[config.mk]
export PLATFORM = sky130hd
export DESIGN_NAME = antidroop_seq_ctrl
export DESIGN_NICKNAME = d
export VERILOG_FILES = /design/src/rtl/antidroop_seq_ctrl.sv
export SDC_FILE = /design/constraint.sdc
export NUM_CORES = 1
export LEC_CHECK = 0
export BUFFER_PORTS_ARGS = -buffer_cell sky130_fd_sc_hd__buf_2
export CAP_MARGIN = 15
export CORE_AREA = 3 3 90 92
export DETAILED_ROUTE_END_ITERATION = 8
export DIE_AREA = 0 0 93 95
export PLACE_DENSITY = 0.69
export SYNTH_ARGS = -nofsm -noshare
export SYNTH_HDL_FRONTEND = slang
export SYNTH_SLANG_ARGS = --single-unit
[constraint.sdc]
create_clock -name clk -period 2.6 [get_ports clk]
set_input_delay 0 -clock clk [delete_from_list [all_inputs] [get_ports clk]]
set_output_delay 0 -clock clk [all_outputs]
set_load 0.02 [all_outputs]
[src/rtl/antidroop_seq_ctrl.sv]
// Anti-droop IIR channel sequencer: trigger sync, CLEAR/ACTIVE/HOLDOFF pulse timing,
// shadowed tap-weight updates applied only in IDLE, and overflow monitoring with auto-kill.
module antidroop_seq_ctrl #(
  parameter int WIN_W = 12,
  parameter int HOLDOFF_CYC = 16,
  parameter logic signed [6:0] INIT_WEIGHT = 7'sd0
) (
  input  logic                clk,
  input  logic                rst_n,
  input  logic                trig,
  input  logic                enable,
  input  logic [WIN_W-1:0]    win_len,
  input  logic                cfg_wr,
  input  logic signed [6:0]   cfg_weight,
  input  logic                auto_kill_en,
  input  logic                oflow_in,
  input  logic                oflow_clr,
  output logic signed [6:0]   tap_weight,
  output logic                iir_trig,
  output logic                acc_clr_en,
  output logic                active,
  output logic                cfg_pending,
  output logic                cfg_ack,
  output logic                killed,
  output logic                oflow_sticky,
  output logic [7:0]          oflow_count,
  output logic [15:0]         pulse_count
);

  localparam int HC_W = (HOLDOFF_CYC > 1) ? $clog2(HOLDOFF_CYC) : 1;
  localparam logic [HC_W-1:0] HC_LOAD = HC_W'(HOLDOFF_CYC - 1);

  typedef enum logic [1:0] {IDLE, CLEAR, ACTIVE, HOLDOFF} state_t;

  state_t              state;
  logic                s1, s2, s3;
  logic [WIN_W-1:0]    win_cnt;
  logic [HC_W-1:0]     hold_cnt;
  logic signed [6:0]   shadow;
  logic                win_oflow;

  logic                trig_edge;
  logic                apply;
  logic                win_done;
  logic                oflow_inc;
  logic                kill;
  logic [WIN_W-1:0]    win_load;

  assign trig_edge = s2 & ~s3;
  assign apply     = (state == IDLE) && cfg_pending;
  assign win_done  = (state == ACTIVE) && (win_cnt == WIN_W'(1));
  // An overflow in the final window cycle still counts towards that window.
  assign oflow_inc = win_done && (win_oflow || oflow_in);
  assign kill      = auto_kill_en && oflow_in && ((state == CLEAR) || (state == ACTIVE));
  assign win_load  = (win_len == '0) ? WIN_W'(1) : win_len;

  always_ff @(posedge clk or negedge rst_n) begin
    if (!rst_n) begin
      state        <= IDLE;
      s1           <= 1'b0;
      s2           <= 1'b0;
      s3           <= 1'b0;
      win_cnt      <= '0;
      hold_cnt     <= '0;
      shadow       <= '0;
      win_oflow    <= 1'b0;
      tap_weight   <= INIT_WEIGHT;
      iir_trig     <= 1'b0;
      acc_clr_en   <= 1'b0;
      active       <= 1'b0;
      cfg_pending  <= 1'b0;
      cfg_ack      <= 1'b0;
      killed       <= 1'b0;
      oflow_sticky <= 1'b0;
      oflow_count  <= '0;
      pulse_count  <= '0;
    end else begin
      s1 <= trig;
      s2 <= s1;
      s3 <= s2;

      iir_trig   <= 1'b0;
      acc_clr_en <= 1'b0;
      cfg_ack    <= 1'b0;

      case (state)
        IDLE: begin
          if (trig_edge && enable) begin
            state      <= CLEAR;
            iir_trig   <= 1'b1;
            acc_clr_en <= 1'b1;
            active     <= 1'b1;
          end
        end
        CLEAR: begin
          win_cnt     <= win_load;
          pulse_count <= pulse_count + 16'd1;
          state       <= ACTIVE;
        end
        ACTIVE: begin
          if (win_done) begin
            state    <= HOLDOFF;
            active   <= 1'b0;
            hold_cnt <= HC_LOAD;
          end else begin
            win_cnt <= win_cnt - WIN_W'(1);
          end
        end
        HOLDOFF: begin
          if (hold_cnt == '0) state <= IDLE;
          else                hold_cnt <= hold_cnt - HC_W'(1);
        end
        default: state <= IDLE;
      endcase

      // A write coinciding with an apply lands in the shadow and stays pending.
      if (cfg_wr) begin
        shadow      <= cfg_weight;
        cfg_pending <= 1'b1;
      end else if (apply) begin
        cfg_pending <= 1'b0;
      end

      if (apply) begin
        tap_weight <= shadow;
        cfg_ack    <= 1'b1;
        killed     <= 1'b0;
      end else if (kill) begin
        tap_weight <= '0;
        killed     <= 1'b1;
      end

      if (oflow_in)       oflow_sticky <= 1'b1;
      else if (oflow_clr) oflow_sticky <= 1'b0;

      if (win_done)                           win_oflow <= 1'b0;
      else if (oflow_in && (state == ACTIVE)) win_oflow <= 1'b1;

      if (oflow_inc) begin
        if (oflow_clr)                 oflow_count <= 8'd1;
        else if (oflow_count != 8'hFF) oflow_count <= oflow_count + 8'd1;
      end else if (oflow_clr) begin
        oflow_count <= '0;
      end
    end
  end

endmodule

Yosys cells after proc, flatten, opt, wreduce, memory -nomap -nowiden:

Cells that the tools add are included.

* $add $sub $neg: 4
* equality and inequality tests: 10
* multiplexer cells: 30
* bitwise gates (word level): 2
* reduce and logical (&&, ||, !) cells: 26

Operators by type and width (count)
* 8-bit two-way mux: 4
* 12-bit two-way mux: 2
* 12-bit one-hot mux with 2 select lines: 1
* 2-bit nonzero test: 9
* 16-bit by 1-bit adder with 16-bit output, second input constant: 1
* 7-bit two-way mux: 2
* 1-bit two-way mux: 13
* 12-bit by 1-bit equality test with 1-bit output, second input constant: 1
* 12-bit logical NOT: 1
* 12-bit by 1-bit subtractor with 12-bit output, second input constant: 1
* 3-bit AND reduction: 3
* 8-bit by 1-bit adder with 8-bit output, second input constant: 1
* 4-bit two-way mux: 2
* 2-bit != test, second input constant: 4
* 8-bit != test, second input constant: 1
* 2-bit one-hot mux with 4 select lines: 1
* 4-bit one-hot mux with 2 select lines: 1
* 1-bit logical AND: 7
* 2-bit two-way mux: 3
* 2-bit equality test, second input constant: 2
* 4-bit logical NOT: 1
* 2-bit AND reduction: 2
* 4-bit by 1-bit subtractor with 4-bit output, second input constant: 1
* 2-bit by 1-bit equality test with 1-bit output, second input constant: 1
* 6 further kinds: 7

* register bits after elaboration: 66
* input bits: 27
* output and inout port bits: 38
* word-level logic and storage cells: 89

Depth between registers and ports, before layout:

Gate-level depths: netlist of the first run.

* depth after elaboration: 5
* depth in mapped cells: 7

Worst setup path after synthesis of the first run:

OpenSTA, ideal clock, no wires.

* path kind: flip-flop to flip-flop
* from: register win_cnt[1]
* to: register oflow_count[6]
* data arrival time: 2.350 ns
* data required time: 2.480 ns
* setup slack: 0.130 ns
* stages on the path, launching flop included: 8
* buffers on the path: 1
* period minus slack after synthesis: 2.470 ns
* cell sequence: dfrtp_1 inv_1 ha_1 or3b_2 or4_1 buf_2 or4b_1 o211a_1

* longest elaborated chain between the ends: 5
* elaborated cells on any way between the ends: 6
* those cells by class: eq/ne: 1; mux: 1; reduce/logical: 4

RTL lines
* start: declaration: line 37 `logic [WIN_W-1:0] win_cnt;`
* start signal: assignment: line 96 `win_cnt <= win_load;`
* start signal: assignment: line 106 `win_cnt <= win_cnt - WIN_W'(1);`
* 12-bit by 1-bit equality test with 1-bit output *: line 51 `assign win_done = (state == ACTIVE) && (win_cnt == WIN_W'(1));`
* 1-bit logical AND *: line 51
* 1-bit logical AND *: line 53 `assign oflow_inc = win_done && (win_oflow || oflow_in);`
* 2-bit nonzero test (no line)
* 2-bit AND reduction (no line)
* end signal: assignment: line 141 `else if (oflow_count != 8'hFF) oflow_count <= oflow_count + 8'd1;`
* end: declaration: line 26 `output logic [7:0] oflow_count,`

Every way passes the cells marked *; elsewhere a longest branch is shown, timed or not.
A chain may end at the register's enable or synchronous reset.

Final worst setup path of the first run:

Same ends and word-level chain as after synthesis.

==> run summary, run 1 <==
Final net count -> 453
Vias per cell -> 5.42
Power Density -> 979 nW/um2
CORE AREA -> 7290 um2
Port bufs -> 64
Placed Area -> 3830 um2
Syn Nets -> 358
Routed len/inst -> 14.8 um
Initial antenna violation count -> 0
Worst R2R Start -> win_cnt[1]
CTS Buf Count -> 9
Min Tclk post-route -> 2.51 ns
Endpoints failing hold -> 0
Maximum number of pins on one net before global-route repair -> 67
GR Overflow Total -> 0
Worst Tran Pin Value -> 0.644 ns
Distinct cells, synth -> 52
Clk buf depth -> 2
Initial Util -> 45.6%
WHS -> 0.00982 ns
Setup TNS -> 0 ns
Worst EP arrival -> 2.73 ns
TritonRoute pass-1 iters -> 4
EDFF count, synth -> 0
Starting DRC count in detailed routing -> 118
CP max FO -> 8
Final GP Congestion -> 0.894
DRC Markers -> 0
CP Launch Type -> flop
Vert. Die Dim -> 95 um
Synth Warn # -> 0
Worst Hold Launch -> win_len[1]
Synthesized area -> 3320 um2
Static Leak -> 1.92 nW
Post-CTS Setup Inserts -> 0
Synth Register Bits -> 66
CP startpoint -> win_cnt[1]
WL final -> 7690 um
Worst setup EP type -> flop
Asr flop ratio synth -> 100%
Rel. slew slack -> 56.8%
Number of global-route vias before repair -> 2726
RSZ-0062 raised after global routing -> false
Most common cell after layout, fill and taps aside -> dfrtp_1
Status -> complete, no violations
Clk_skew -> 0.0117 ns
Total GRT Usage -> 18.0%
Clock Latency Late Sink -> 0.34 ns
Worst EP required -> 2.82 ns
Die Footprint -> 8840 um2
Die width -> 93 um
Reg clk slew, reported paths -> 0.08 ns
Layout cells sized above 1 -> 26.6%
Final Cycle Share -> 96.4%
# IOs -> 65
Site row count -> 31
Critical path type -> reg -> reg
Global-route wire length before repair -> 12600 um
Seq/Total Area, Yosys -> 49.7%
CTS tree -> done
Max Slew Vio Count -> 0
# clock sinks -> 66
Min-Delay Path Class -> in -> reg
Fmax -> 399 MHz
Area delta synth->final -> 28.3%
H-tree depth -> 3
Prevailing post-synth register cell -> dfrtp_1
Via count -> 2820
Avg Cell Area, Syn -> 10.3 um2
VDD IR-drop max -> 418 uV
Synth Instances -> 321
Setup Viol. Count Final -> 0
Root buffer cell -> clkbuf_8
Cell area after layout -> 4260 um2
Commonest cells after routing, fill and taps aside -> dfrtp_1 (66), buf_2 (64), dlygate4sd3_1 (21), nor2_1 (20)
Number of max-cap violations -> 0
Antenna viol nets, final -> 0
Post-DP HPWL -> 5490 um
Ant. Diodes -> 0
[worst paths after layout]
path                                  end  slack (ns)  cells after the start
setup reg to reg           oflow_count[6]        0.09                      6
hold / removal                 win_cnt[1]        0.01                      5
min in group asynchronous  oflow_count[2]        0.21                      3
max in group asynchronous     hold_cnt[0]        2.09                      3
setup / recovery           oflow_count[6]        0.09                      6
hold reg to reg                        s2        0.35                      0
[metrics by stage]
| stage | utilization, % | total power, mW | std cells | worst slack, ns |
|---|---|---|---|---|
| 6_report | 58.5 | 4.17 | 520 | 0.0936 |
| 4_1_cts | 58.4 | 4.21 | 520 | 0.00426 |
| 2_1_floorplan | - | 2.67 | 321 | 0.130 |
| 3_5_place_dp | 52.6 | 3.22 | 483 | 0.0330 |
| 3_3_place_gp | 52.6 | 3.18 | 483 | 0.0964 |
| 5_1_grt | 58.5 | 4.48 | 520 | 0.0211 |
[what timing repair did]
item | in CTS | in global routing
endpoints found under the hold margin | 91 | 0
setup endpoints to repair | 0 | 2
hold buffers | 21 | 0
gates resized for setup | 0 | 1
[critical path, cell delays in order (launching register included)]
cell     delay (ns)
dfrtp_1        0.41
inv_1          0.10
ha_1           0.17
or3b_2         0.47
or4_4          0.58
or4b_1         0.52
o211a_1        0.14
[Yosys cell counts, types with 2 or more instances]
| cell type | instances | area (um2) |
|---|---|---|
| nand3_1 | 17 | 85.1 |
| clkbuf_1 | 13 | 48.8 |
| a31oi_1 | 8 | 50.1 |
| nor2_1 | 20 | 75.1 |
| o31ai_1 | 6 | 45.0 |
| or4_1 | 7 | 52.6 |
| xor2_1 | 3 | 26.3 |
| and2_1 | 2 | 12.5 |
| and3_1 | 4 | 25.0 |
| nor2b_1 | 6 | 37.5 |
| mux2_2 | 10 | 113 |
| buf_1 | 2 | 7.51 |
| or3b_2 | 3 | 26.3 |
| o21ai_0 | 7 | 35.0 |
| a21oi_1 | 13 | 65.1 |
| o2bb2ai_1 | 2 | 17.5 |
| nor4b_1 | 2 | 17.5 |
| a211oi_1 | 9 | 67.6 |
| o211ai_1 | 2 | 15.0 |
| nand2b_1 | 3 | 18.8 |
| dfrtp_1 | 66 | 1650 |
| nand2_1 | 17 | 63.8 |
| nor3_1 | 10 | 50.1 |
| nor3b_1 | 3 | 22.5 |
| xnor2_1 | 14 | 123 |
| a311oi_1 | 2 | 17.5 |
| inv_1 | 12 | 45.0 |
| mux2i_1 | 3 | 30.0 |
| nor4_1 | 6 | 37.5 |
| o41ai_1 | 3 | 26.3 |
| a21o_1 | 2 | 15.0 |
| buf_2 | 2 | 10.0 |
| o22ai_1 | 2 | 12.5 |
| a221o_1 | 2 | 20.0 |
| o31a_1 | 2 | 17.5 |
| ha_1 | 10 | 125 |
| a22o_1 | 7 | 61.3 |
| nand4_1 | 5 | 31.3 |
[flip-flops by register name, summed over array words and instances (netlist names)]
| register | flops |
|---|---|
| cfg_ack | 1 |
| killed | 1 |
| hold_cnt | 4 |
| oflow_count | 8 |
| pulse_count | 16 |
| shadow | 7 |
| active | 1 |
| state | 2 |
| acc_clr_en | 1 |
| s1 | 1 |
| cfg_pending | 1 |
| win_cnt | 12 |
| tap_weight | 7 |
| oflow_sticky | 1 |
| s2 | 1 |
| win_oflow | 1 |
| s3 | 1 |
[cells by family (layout without fill, tap and decap cells)]
kind of cell,count (synthesis),in the layout,share of synthesized area [%]
flops,66,66,49.7
mux,13,13,4.29
fa+ha+maj,10,10,3.77
compound gates,75,75,16.2
buf+inv,30,130,3.58
simple gates,110,110,18.0
xor+xnor,17,17,4.48
[routing by layer]
metal	vias up	share of wire [%]	global-route usage (%)	wire length (um)
met5	-	0	0	0
met4	0	2.1	7.20	162
met3	19	4.2	4.30	325
met2	74	49	29.6	3780
met1	1342	44	22.9	3420
li1	1385	-	-	-
[report_power, final]
part / internal, mW / switching (mW) / total [mW]
sequential: 1.29 / 0.250 / 1.54
combinational: 0.740 / 0.953 / 1.69
clock: 0.542 / 0.395 / 0.936
[cell type report]
| cell class | instances | area [um2] |
|---|---|---|
| repair buffers | 102 | 671 |
| well taps | 99 | 124 |
| multi-input cells | 225 | 1560 |
| inverters | 12 | 45.0 |
| clock inverters | 6 | 88.8 |
| flip-flops and latches | 66 | 1650 |
| clock buffers | 10 | 128 |
| fillers | 648 | 3030 |
Note: power is estimated with default switching activity, not from simulation.
==> inputs of run 2 (changes only) <==
- PLACE_DENSITY: 0.69 -> 0.66
- clock period: 2.6 -> 2.5 ns (I/O delays scaled with it)
==> run summary, run 2 (synthesis gave the netlist of run 1 again) <==
Most common cell after layout, fill and taps aside -> dfrtp_1
Most flops, register -> pulse_count
DRC Markers -> 0 (unchanged)
Routed len/inst -> 15.2 um (+2.5%)
Rel. slew slack -> 53.0% (-3.9 points)
Maximum number of pins on one net before global-route repair -> 30 (-55%)
Min-Delay Path Class -> in -> reg
CTS tree -> done
Post-DP HPWL -> 5560 um (+1.1%)
Number of max-cap violations -> 0 (unchanged)
# clock sinks -> 66 (unchanged)
CP startpoint -> win_cnt[1]
Final worst slack -> 0.0911 ns (-0.00259 ns)
Post-Place Worst Slack -> 0.0436 ns (+0.0106 ns)
Initial antenna violation count -> 0 (unchanged)
Status -> complete, no violations
WHS -> 0.0158 ns (+0.00593 ns)
Static Leak -> 1.97 nW (+2.7%)
Total GRT Usage -> 18.4% (+0.46 points)
# IOs -> 65 (unchanged)
Via count -> 2842 (+0.78%)
Endpoints failing hold -> 0 (unchanged)
Final Cycle Share -> 96.4% (about the same)
Setup TNS -> 0 ns (unchanged)
Vias per cell -> 5.40 (-0.37%)
Root buffer cell -> clkbuf_8
Worst Tran Pin Value -> 0.702 ns (+0.0581 ns)
Ant. Diodes -> 0 (unchanged)
Area delta synth->final -> 31.2%
Cell Count, Final, Fillers Out -> 526 (+1.2%)
Number of global-route vias before repair -> 2653 (-2.7%)
Largest register FFs -> 16 (unchanged)
Critical path type -> reg -> reg
Clock Latency Late Sink -> 0.34 ns (about the same)
Post-CTS Setup Inserts -> 0 (unchanged)
Fmax -> 415 MHz (+4.0%)
Power Density -> 1060 nW/um2 (+8.6%)
Worst EP arrival -> 2.68 ns (-0.05 ns)
Antenna viol nets, final -> 0 (unchanged)
Site row count -> 31 (unchanged)
Final GP Congestion -> 0.896 (+0.29%)
Vert. Die Dim -> 95 um (unchanged)
Global-route wire length before repair -> 12700 um (+1.2%)
Reg clk slew, reported paths -> 0.07 ns (about the same)
R2R Path End -> oflow_count[3]
Worst setup EP type -> flop
Final net count -> 459 (+1.3%)
WL final -> 7970 um (+3.7%)
Clk_skew -> 0.00430 ns (-0.00741 ns)
Worst R2R Path Depth -> 7 (+1)
Port bufs -> 64 (unchanged)
Setup Viol. Count Final -> 0 (unchanged)
DP Cell Count -> 488 (+1.0%)
Min Tclk post-route -> 2.41 ns (-0.0974 ns)
TritonRoute pass-1 iters -> 4 (unchanged)
Max Slew Vio Count -> 0 (unchanged)
Layout cells sized above 1 -> 27.6% (+1.0 points)
Filler cell count -> 648 (unchanged)
Largest regs -> pulse_count: 16 flops, win_cnt: 12 flops, oflow_count: 8 flops
CP max FO -> 8 (unchanged)
R2r setup slk -> 0.09 ns (about the same)
CORE AREA -> 7290 um2 (unchanged)
Die width -> 93 um (unchanged)
CP Launch Type -> flop
Crit path capture -> oflow_count[3]
Worst EP required -> 2.77 ns (-0.05 ns)
VDD IR-drop max -> 394 uV (-5.8%)
Die Footprint -> 8840 um2 (unchanged)
Final Util -> 59.8% (+1.3 points)
H-tree depth -> 3 (unchanged)
Starting DRC count in detailed routing -> 152 (+29%)
Initial Util -> 45.6% (unchanged)
Worst R2R Start -> win_cnt[1]
Clk buf depth -> 2 (unchanged)
RSZ-0062 raised after global routing -> false
Commonest cells after routing, fill and taps aside -> dfrtp_1 (66), buf_2 (64), dlygate4sd3_1 (22), buf_4 (22), nor2_1 (20)
GR Overflow Total -> 0 (unchanged)
CTS Buf Count -> 9 (unchanged)
==> run 2: cell types whose count changed in the layout (fill, tap and decap cells not counted), sizes merged <==
cell and change:
clkinvlp -2, bufinv +2, buf +5, dlygate4sd3 +1
==> run 2: repair_timing <==
| action | in CTS | in global routing |
|---|---|---|
| endpoints found under the hold margin | 92 | 0 |
| endpoints found under the setup margin | 0 | 5 |
| hold buffers | 22 | 0 |
| resized for setup | 0 | 3 |
==> run 2: critical path: stages (launching register included) <==
cell	delay, ns
dfrtp_1	0.38
inv_1	0.11
ha_4	0.14
or3b_2	0.46
or4_4	0.54
buf_4	0.18
or4_1	0.39
a21oi_1	0.15
==> run 2: worst min-delay path by stage <==
stage / cells after the start / startpoint / end
CTS: 3 / win_len[10] / win_cnt[10]
global route: 3 / win_len[10] / win_cnt[10]
global placement: 1 / rst_n / oflow_count[1]
detailed placement: 1 / rst_n / oflow_count[1]
finish: 3 / win_len[10] / win_cnt[10]
floorplan: 0 / rst_n / acc_clr_en
==> run 2: stage by stage <==
stage	cell area (um2)	total power, mW
detailed placement	3860	3.40
global placement	3860	3.36
global route	4360	4.95
finish	4360	4.63
floorplan	3320	2.77
CTS	4340	4.64
==> run 2: cell type report <==
| cell class | instances | area [um2] | area share, % |
|---|---|---|---|
| clock buffers | 10 | 128 | 2.93 |
| multi-input cells | 225 | 1570 | 36.0 |
| well taps | 99 | 124 | 2.84 |
| flip-flops and latches | 66 | 1650 | 37.9 |
| clock inverters | 6 | 138 | 3.16 |
| inverters | 12 | 45.0 | 1.03 |
| repair buffers | 108 | 706 | 16.2 |
==> run 2: where the power goes <==
part / switching (mW) / total, mW / internal [mW] / leakage, nW
clock network: 0.427 / 1.20 / 0.769 / 0.131
registers: 0.227 / 1.57 / 1.34 / 0.812
logic: 1.05 / 1.87 / 0.816 / 1.02
==> run 2: routing by layer <==
metal / GRT usage (%) / routed length (um) / vias up / share of wire [%]
met5: 0 / 0 / - / 0
met4: 6.96 / 85 / 0 / 1.1
met3: 4.06 / 410 / 8 / 5.1
met2: 30.4 / 3970 / 74 / 50
met1: 23.8 / 3500 / 1363 / 44
li1: - / - / 1397 / -
